==> config.mk <==
export PLATFORM = sky130hd
export DESIGN_NAME = golden_nonce_pacer
export DESIGN_NICKNAME = d
export VERILOG_FILES = /design/src/rtl/golden_nonce_pacer_pkg.sv /design/src/rtl/golden_nonce_pacer_nonce_fifo.sv /design/src/rtl/golden_nonce_pacer.sv
export SDC_FILE = /design/constraint.sdc
export NUM_CORES = 1
export LEC_CHECK = 0
export BUFFER_PORTS_ARGS = -buffer_cell sky130_fd_sc_hd__buf_2
export CORE_ASPECT_RATIO = 0.75
export CORE_MARGIN = 2
export CORE_UTILIZATION = 40
export CTS_CLUSTER_SIZE = 20
export DETAILED_ROUTE_END_ITERATION = 16
export PLACE_DENSITY = 0.65
export SETUP_SLACK_MARGIN = 0.2
export SLEW_MARGIN = 20
export SYNTH_ARGS = -nofsm -noshare
export SYNTH_HDL_FRONTEND = slang
export SYNTH_SLANG_ARGS = --single-unit
export TNS_END_PERCENT = 5
==> constraint.sdc <==
create_clock -name clk -period 3.4 [get_ports clk]
set_clock_uncertainty 0.15 [all_clocks]
set_input_delay 0.51 -clock clk [delete_from_list [all_inputs] [get_ports clk]]
set_output_delay 0.51 -clock clk [all_outputs]
set_load 0.01 [all_outputs]
==> src/rtl/golden_nonce_pacer_pkg.sv <==
// Shared definitions for the golden-nonce pacer.
// FSM encoding and default widths.
package golden_nonce_pacer_pkg;

    localparam int          NONCE_BITS_DEF      = 32;
    localparam int          FIFO_DEPTH_LOG2_DEF = 2;
    localparam logic [31:0] HOLDOFF_CYCLES_DEF  = 32'd16777216;
    localparam int          DROP_BITS_DEF       = 8;

    typedef enum logic [1:0] {
        ST_IDLE    = 2'd0,
        ST_PRESENT = 2'd1,
        ST_HOLDOFF = 2'd2
    } state_t;

endpackage

==> src/rtl/golden_nonce_pacer_nonce_fifo.sv <==
// Synchronous single-clock FIFO for found nonces.
// Occupancy is kept explicitly so full/empty never alias.
module nonce_fifo
    import golden_nonce_pacer_pkg::*;
#(
    parameter int WIDTH      = NONCE_BITS_DEF,
    parameter int DEPTH_LOG2 = FIFO_DEPTH_LOG2_DEF
) (
    input  logic                  clk,
    input  logic                  reset,
    input  logic                  push_i,
    input  logic                  pop_i,
    input  logic [WIDTH-1:0]      data_i,
    output logic [WIDTH-1:0]      head_o,
    output logic                  full_o,
    output logic                  empty_o,
    output logic [DEPTH_LOG2:0]   level_o
);

    localparam int DEPTH = 1 << DEPTH_LOG2;
    localparam int LW    = DEPTH_LOG2 + 1;

    logic [WIDTH-1:0]      mem_q [DEPTH];
    logic [DEPTH_LOG2-1:0] wr_ptr_q;
    logic [DEPTH_LOG2-1:0] rd_ptr_q;
    logic [LW-1:0]         level_q;
    logic [LW-1:0]         level_d;
    logic                  do_push;
    logic                  do_pop;

    assign full_o  = (level_q == LW'(DEPTH));
    assign empty_o = (level_q == '0);
    assign level_o = level_q;
    assign head_o  = mem_q[rd_ptr_q];

    assign do_pop  = pop_i && !empty_o;
    assign do_push = push_i && (!full_o || do_pop);

    // Next occupancy; a simultaneous push and pop cancel out.
    always_comb begin
        level_d = level_q;
        if (do_push && !do_pop) begin
            level_d = level_q + LW'(1);
        end else if (do_pop && !do_push) begin
            level_d = level_q - LW'(1);
        end
    end

    // Pointer and occupancy registers; pointers wrap at the depth.
    always_ff @(posedge clk) begin
        if (reset) begin
            wr_ptr_q <= '0;
            rd_ptr_q <= '0;
            level_q  <= '0;
        end else begin
            level_q <= level_d;
            if (do_push) begin
                wr_ptr_q <= wr_ptr_q + 1'b1;
            end
            if (do_pop) begin
                rd_ptr_q <= rd_ptr_q + 1'b1;
            end
        end
    end

    // Storage array; contents are don't-care while unoccupied.
    always_ff @(posedge clk) begin
        if (do_push) begin
            mem_q[wr_ptr_q] <= data_i;
        end
    end

endmodule

==> src/rtl/golden_nonce_pacer.sv <==
// Paces golden nonces to the UART and LED fade stage.
// Optional duplicate filter: GOLDEN_NONCE_DUP_FILTER_EN.
module golden_nonce_pacer
    import golden_nonce_pacer_pkg::*;
#(
    parameter int          NONCE_BITS      = NONCE_BITS_DEF,
    parameter int          FIFO_DEPTH_LOG2 = FIFO_DEPTH_LOG2_DEF,
    parameter logic [31:0] HOLDOFF_CYCLES  = HOLDOFF_CYCLES_DEF,
    parameter int          DROP_BITS       = DROP_BITS_DEF
) (
    input  logic                     clk,
    input  logic                     reset,
    input  logic                     nonce_valid,
    input  logic [NONCE_BITS-1:0]    nonce_in,
    input  logic                     tx_ready,
    output logic                     tx_valid,
    output logic [NONCE_BITS-1:0]    tx_data,
    output logic                     trigger,
    output logic [DROP_BITS-1:0]     drop_count,
    output logic [FIFO_DEPTH_LOG2:0] fifo_level
);

    state_t                  state_q;
    state_t                  state_d;
    logic                    tx_valid_q;
    logic                    tx_valid_d;
    logic [NONCE_BITS-1:0]   tx_data_q;
    logic [NONCE_BITS-1:0]   tx_data_d;
    logic                    trigger_q;
    logic                    trigger_d;
    logic [31:0]             cnt_q;
    logic [31:0]             cnt_d;
    logic [DROP_BITS-1:0]    drop_q;
    logic [DROP_BITS-1:0]    drop_d;

    logic                    fifo_push;
    logic                    fifo_pop;
    logic [NONCE_BITS-1:0]   fifo_head;
    logic                    fifo_full;
    logic                    fifo_empty;
    logic                    dup;

    nonce_fifo #(
        .WIDTH      (NONCE_BITS),
        .DEPTH_LOG2 (FIFO_DEPTH_LOG2)
    ) u_fifo (
        .clk     (clk),
        .reset   (reset),
        .push_i  (fifo_push),
        .pop_i   (fifo_pop),
        .data_i  (nonce_in),
        .head_o  (fifo_head),
        .full_o  (fifo_full),
        .empty_o (fifo_empty),
        .level_o (fifo_level)
    );

`ifdef GOLDEN_NONCE_DUP_FILTER_EN
    logic [NONCE_BITS-1:0] last_q;
    logic                  last_vld_q;

    assign dup = last_vld_q && (nonce_in == last_q);

    // Remember the most recent nonce that entered the FIFO.
    always_ff @(posedge clk) begin
        if (reset) begin
            last_q     <= '0;
            last_vld_q <= 1'b0;
        end else if (fifo_push) begin
            last_q     <= nonce_in;
            last_vld_q <= 1'b1;
        end
    end
`else
    assign dup = 1'b0;
`endif

    // Accept a nonce if there is room (a same-cycle pop frees a slot),
    // otherwise count it as dropped, saturating at all-ones.
    always_comb begin
        fifo_push = 1'b0;
        drop_d    = drop_q;
        if (nonce_valid && !dup) begin
            if (!fifo_full || fifo_pop) begin
                fifo_push = 1'b1;
            end else if (drop_q != '1) begin
                drop_d = drop_q + DROP_BITS'(1);
            end
        end
    end

    // Presentation FSM: load head, wait for handshake, then hold off.
    always_comb begin
        state_d    = state_q;
        tx_valid_d = tx_valid_q;
        tx_data_d  = tx_data_q;
        trigger_d  = 1'b0;
        cnt_d      = cnt_q;
        fifo_pop   = 1'b0;
        unique case (state_q)
            ST_IDLE: begin
                if (!fifo_empty) begin
                    tx_data_d  = fifo_head;
                    tx_valid_d = 1'b1;
                    state_d    = ST_PRESENT;
                end
            end
            ST_PRESENT: begin
                if (tx_ready) begin
                    fifo_pop   = 1'b1;
                    tx_valid_d = 1'b0;
                    trigger_d  = 1'b1;
                    cnt_d      = HOLDOFF_CYCLES;
                    if (HOLDOFF_CYCLES != 32'd0) begin
                        state_d = ST_HOLDOFF;
                    end else begin
                        state_d = ST_IDLE;
                    end
                end
            end
            ST_HOLDOFF: begin
                cnt_d = cnt_q - 32'd1;
                if (cnt_q == 32'd1) begin
                    state_d = ST_IDLE;
                end
            end
            default: begin
                state_d = ST_IDLE;
            end
        endcase
    end

    // State, output and counter registers.
    always_ff @(posedge clk) begin
        if (reset) begin
            state_q    <= ST_IDLE;
            tx_valid_q <= 1'b0;
            tx_data_q  <= '0;
            trigger_q  <= 1'b0;
            cnt_q      <= '0;
            drop_q     <= '0;
        end else begin
            state_q    <= state_d;
            tx_valid_q <= tx_valid_d;
            tx_data_q  <= tx_data_d;
            trigger_q  <= trigger_d;
            cnt_q      <= cnt_d;
            drop_q     <= drop_d;
        end
    end

    assign tx_valid   = tx_valid_q;
    assign tx_data    = tx_data_q;
    assign trigger    = trigger_q;
    assign drop_count = drop_q;

endmodule

* Yosys cells after proc, flatten, opt, wreduce, memory -nomap -nowiden
Memories as Yosys holds them, arrays and structs flattened. A register that Yosys moved wholly into a read port is not among the register bits.
Cells that the tools add are included.
** Cells by class
- Bitwise gates (word level) :: 2
- Multiplexer cells :: 17
- Add/sub/neg operators :: 6
- Reduce and logical (&&, ||, !) cells :: 20
- Equality and inequality tests :: 8
** Operators by type and width (number)
- one-hot mux 32 bit (2 select lines) :: 1
- == test 32 x 1 -> 1 bit (second input constant) :: 1
- two-way mux 32 bit :: 1
- subtractor 32 x 1 -> 32 bit (second input constant) :: 1
- AND reduction 3 bit :: 3
- adder 8 x 1 -> 8 bit (second input constant) :: 1
- two-way mux 1 bit :: 8
- != test 8 bit (second input constant) :: 1
- two-way mux 2 bit :: 3
- two-way mux 3 bit :: 2
- != test 2 bit (second input constant) :: 3
- one-hot mux 2 bit (3 select lines) :: 1
- nonzero test 2 bit :: 3
- adder 2 x 1 -> 2 bit (second input constant) :: 2
- logical AND 1 bit :: 4
- logical NOT 1 bit :: 4
- AND reduction 2 bit :: 2
- adder 3 x 1 -> 3 bit (second input constant) :: 1
- == test 3 bit (second input constant) :: 1
- logical NOT 3 bit :: 1
- subtractor 3 x 1 -> 3 bit (second input constant) :: 1
- == test 2 x 1 -> 1 bit (second input constant) :: 1
- == test 2 bit (second input constant) :: 1
- logical NOT 2 bit :: 1
- 3 further kinds :: 5
** Word-level totals
- Bits in writable memories :: 128
- Bits in registers :: 51
- Memories kept :: 1
** Memory list
- u_fifo.mem_q :: depth 4, bits a word 32, read ports 1, clocked after memory_dff 1, wr ports 1, line golden_nonce_pacer_nonce_fifo.sv:23 : logic [WIDTH-1:0] mem_q [DEPTH];

* Depth between registers and ports, before layout
- Depth after elaboration :: 10
- Depth in mapped cells :: 10
- Gate-level depth less buffers :: 8

* Hierarchy
Synthesis repeated with hierarchy kept, for this count alone.
** Second synthesis, totals
- Cell total of the unflattened synthesis :: 604
- Area, all modules :: 8384.3 µm²
** By module, submodules not included
- nonce_fifo :: instances 1, area each 5107.4 µm², cells each 215, sequential area each 4023.9 µm²
- golden_nonce_pacer :: instances 1, area each 3276.9 µm², cells each 389, sequential area each 1521.5 µm²

* Least setup slack after synthesis
No wires, ideal clock.
- Path kind :: reg-to-reg
- Start :: reg state_q[0]
- End :: reg u_fifo.level_q[2], in the netlist u_fifo.level_o[2]
- Arrival time :: 2.262 ns
- Slack :: 0.917 ns
- Buffers on the path :: 1
- Stages on the path, launching flop included :: 10
- Setup time :: 0.070 ns
- Data required time :: 3.180 ns
- Path through :: dfxtp_1 buf_2 nand3b_2 a31oi_2 ha_1 inv_1 fa_1 xor2_1 or3_1 a21oi_1
** Between the ends
- Word-level cells in the longest chain between the ends :: 9
- Elaborated cells on any way between the ends :: 14
- Those cells by class :: eq/ne: 1; mux: 4; reduce/logical: 9
** RTL lines
- start, declared :: line golden_nonce_pacer.sv:23 : state_t state_q;
- start signal, assigned :: line golden_nonce_pacer.sv:143 : state_q <= state_d;
- == test 2 x 1 -> 1 bit (*) :: line golden_nonce_pacer.sv:100 : unique case (state_q)
- two-way mux 1 bit (*)
- logical OR 1 bit :: line golden_nonce_pacer.sv:84 : if (!fifo_full || fifo_pop) begin
- two-way mux 1 bit :: line golden_nonce_pacer.sv:84
- two-way mux 1 bit :: line golden_nonce_pacer.sv:83 : if (nonce_valid && !dup) begin
- logical AND 1 bit (*) :: line golden_nonce_pacer_nonce_fifo.sv:37 : assign do_push = push_i && (!full_o || do_pop);
- net u_fifo.do_push :: line golden_nonce_pacer_nonce_fifo.sv:28 : logic do_push;
- logical NOT 1 bit :: line golden_nonce_pacer_nonce_fifo.sv:44 : end else if (do_pop && !do_push) begin
- logical AND 1 bit :: line golden_nonce_pacer_nonce_fifo.sv:44
- nonzero test 2 bit (no source line)
- end signal, assigned :: line golden_nonce_pacer_nonce_fifo.sv:56 : level_q <= level_d;
- end, declared :: line golden_nonce_pacer_nonce_fifo.sv:26 : logic [LW-1:0] level_q;
The timed path passes the listed nets; every way through them passes the cells marked *.
A chain may end at the register's enable or synchronous reset.

* Worst setup path in the final report
Same ends and word-level chain as after synthesis.

==> results.yml <==
final_layout:
  multiInputGateArea_mm2: 0.00272
  count_of_filler_cells_inserted_in_the_layout: 1762
  final_core_util: 0.483
  share_of_final_layout_standard_cells_stronger_than_drive_strength_1: 0.260
  area_delta_synth_final_pct: 17.2
  antenna_diodes: 0
  layout.nets: 741
  seqCellArea_mm2: 0.00551
  final_area_mm2: 0.00984
  finalNonFillerCells: 994
synthesis:
  synthFlopType: "sky130_fd_sc_hd__edfxtp_1"
  syn_nets: 661
  postSynthAreaPerCell_um2: 13.6
  postSynthCellCount: 616
  number_of_synthesized_flops_with_an_enable_pin: 128
  ys.warnings.count: 0
  proportion_of_synthesized_chip_area_in_sequential_cells: 0.656
  netlist_area_mm2: 0.00839
  yosys.area.top_type_share: 0.458
  synth_seq_cells: 211
  cell_types_with_the_largest_area_share_after_synthesis: "sky130_fd_sc_hd__edfxtp_1 (46%), sky130_fd_sc_hd__dfxtp_1 (20%), sky130_fd_sc_hd__mux4_2 (8.6%)"
  yosysTopAreaCell: "sky130_fd_sc_hd__edfxtp_1"
  async_reset_ff_frac: 0
  synth_cell_type_count: 50
critical_path:
  capture_instance_of_the_worst_register_to_register_path: "u_fifo.level_o[2]"
  setup.reg_to_reg.worst_slack_ps: 620
  timing.critical_path.fanout_max: 12
  endpoint_kind: "flop"
  start_kind: "flop"
  timing.rr.start: "state_q[0]"
  timing.setup.critical_path_class: "flop to flop"
  worstRegToRegCells: 8
  critical_path_rt_ps: 3660
  arrival_ps: 3040
route:
  vias_per_cell: 5.41
  drtAntennaViolNets: 0
  drt_first_pass_iters: 5
  postRouteWirelength_um: 17900
  wire_per_inst_um: 18.0
  dr.first_iter.drc_count: 504
  routed_via_count: 5382
  drt_drc_violations_left: 0
global_route:
  global_route_wire_length_before_repair_um: 28300
  globalRouteOverflowTotal: 0
  antenna_found_initial: 0
  via_count_of_the_first_global_routing_pass: 5348
  grt_max_degree: 34
  grt_usage: 0.163
clocking:
  tritoncts: "yes"
  post-cts-setup-buffer-count: 0
  cts_num_sinks: 211
  clk_pin_slew_ps: 60
  post_cts_hold_buffer_count: 0
  cts_resized: 0
  numCtsBuffers: 22
  clock_insertion_delay_worst_skew_ps: 490
  cts-htree-levels: 1
  cts-root-to-sink-buffers: 3
  clock-root-buffer: "sky130_fd_sc_hd__clkbuf_16"
pwr:
  power_frac_comb: 0.267
  switching_share: 0.319
  p_sw_mw: 2.56
  cellPowerDensity_mw_per_mm2: 816
  standby_leakage_power_nw: 3.45
  fin_total_pwr_mw: 8.02
  p_clk_frac: 0.295
  share_seq_of_total_power: 0.438
  cell_internal_power_mw: 5.46
  max-vdd-ir-drop_uv: 425
placed_design:
  portBuffers: 80
  post-place-cells: 954
  routabilityCongestion: 0.796
  dpl-instance-area_mm2: 0.00911
  dp_slack_ps: 676
  place.detailed.hpwl_um: 11800
floorplanning:
  die_height_um: 129
  fp.coreArea_mm2: 0.0204
  start_util: 0.412
  design.die.area_mm2: 0.0222
  top_level_ports: 81
  die_x_um: 171
  placementRows: 45
timing:
  relative_max_transition_margin: 0.387
  final_hold_viols: 0
  final_number_of_setup_violating_endpoints: 0
  period_minus_slack_ps: 2780
  final_min_period_over_clock_period: 0.817
  clock.fmax_ghz: 0.360
  worstMarginPinSlew_ps: 919
  setup_total_negative_slack_ps: 0
  layout_setup_ws_ps: 622
  hold_slack_ps: 88.7
  setup_repair_after_global_routing_missed_its_margin: "false"
  timing.final.max_slew_violations: 0
run_status:
  status: "complete, no violations"
min_path:
  holdCritPathClass: "primary input to flop"
  worst_hold_path.endpoint: "u_fifo.mem_q[2][3]"
  holdCritStartpoint: "nonce_in[3]"
  worst_hold_path.num_cells: 1
job:
  timing.max_cap.violations: 0
==> critical path, stage by stage (launching register included) <==
cell	delay, ps
sky130_fd_sc_hd__dfxtp_1	600
sky130_fd_sc_hd__nand3b_2	150
sky130_fd_sc_hd__a31oi_2	390
sky130_fd_sc_hd__ha_1	290
sky130_fd_sc_hd__inv_1	70
sky130_fd_sc_hd__fa_1	380
sky130_fd_sc_hd__xor2_1	180
sky130_fd_sc_hd__or3_1	320
sky130_fd_sc_hd__a21oi_1	170
==> worst max-delay path by stage <==
stage,to,startpoint,slack (ps)
finish,u_fifo.level_o[2],state_q[0],620
global route,u_fifo.level_o[2],state_q[0],410
CTS,u_fifo.level_o[2],state_q[0],610
detailed placement,u_fifo.level_o[2],tx_ready,680
global placement,u_fifo.level_o[2],tx_ready,800
floorplan,u_fifo.level_o[2],state_q[0],920
==> power groups by stage <==
stage | Clock, mW | Combinational, mW | Sequential, mW
after floorplan | 0 | 1.38 | 3.56
after global placement | 0 | 2.08 | 3.52
after detailed placement | 0 | 2.14 | 3.56
after CTS | 2.42 | 2.16 | 3.51
after global routing | 2.53 | 2.35 | 3.57
final | 2.37 | 2.14 | 3.51
==> final cells by class <==
class,count,share of cell area
sequential,211,0.560
multi-input combinational,361,0.277
clock buffer,31,0.0636
timing repair buffer,92,0.0511
tap,282,0.0359
clock inverter,9,0.00967
inverter,8,0.00305
==> synthesized netlist by cell type (all sizes together), types with 5 or more instances <==
master / instances
a21oi: 61
and2: 6
buf: 10
clkbuf: 26
dfxtp: 83
edfxtp: 128
ha: 8
inv: 8
mux2: 11
mux4: 32
nand2: 78
nand3: 8
nand4: 9
nor2: 25
nor3: 13
nor3b: 7
nor4: 10
o211ai: 5
o311ai: 8
o31ai: 6
or2: 5
or3: 14
or4: 16
==> cells by family after synthesis <==
family	count (synthesis)	synth area share
buf+inv	44	0.0209
simple gates	207	0.132
compound gates	95	0.0681
mux	45	0.103
flops	211	0.656
xor+xnor	5	0.00522
fa+ha+maj	9	0.0143
==> layer usage <==
layer / vias up / wire [um] / GRT usage
met1: 2665 / 8440 / 0.235
met2: 183 / 8250 / 0.258
met3: 21 / 949 / 0.0275
met5: - / 0 / 0
met4: 0 / 298 / 0.0434
li1: 2513 / - / -
==> placed cells by master, fill, tap and decap left out, drive strengths merged, types with 3 or more instances in the layout <==
| cell type | netlist | final |
|---|---|---|
| or2 | 5 | 5 |
| and4 | 3 | 3 |
| mux4 | 32 | 32 |
| nand4 | 9 | 9 |
| ha | 8 | 8 |
| or4 | 16 | 16 |
| inv | 8 | 9 |
| a2111oi | 3 | 3 |
| nor3 | 13 | 13 |
| buf | 10 | 92 |
| edfxtp | 128 | 128 |
| nor2 | 25 | 25 |
| nand3 | 8 | 8 |
| mux2 | 11 | 11 |
| and2 | 6 | 6 |
| nand2 | 78 | 78 |
| o311ai | 8 | 8 |
| a21oi | 61 | 61 |
| o211ai | 5 | 5 |
| nor3b | 7 | 7 |
| or3 | 14 | 14 |
| nor4 | 10 | 10 |
| xor2 | 4 | 4 |
| nand3b | 3 | 3 |
| clkinv | 0 | 6 |
| clkbuf | 26 | 31 |
| o21ai | 4 | 4 |
| nand4b | 3 | 3 |
| dfxtp | 83 | 83 |
| o31ai | 6 | 6 |
==> registers in the layout (all words and copies together) (netlist names) <==
register	cells
u_fifo.mem_q	128
cnt_q	32
tx_data	32
drop_count	8
u_fifo.level_o	3
state_q	2
u_fifo.rd_ptr_q	2
u_fifo.wr_ptr_q	2
trigger	1
tx_valid	1
Power figures use the tool's default switching activity.
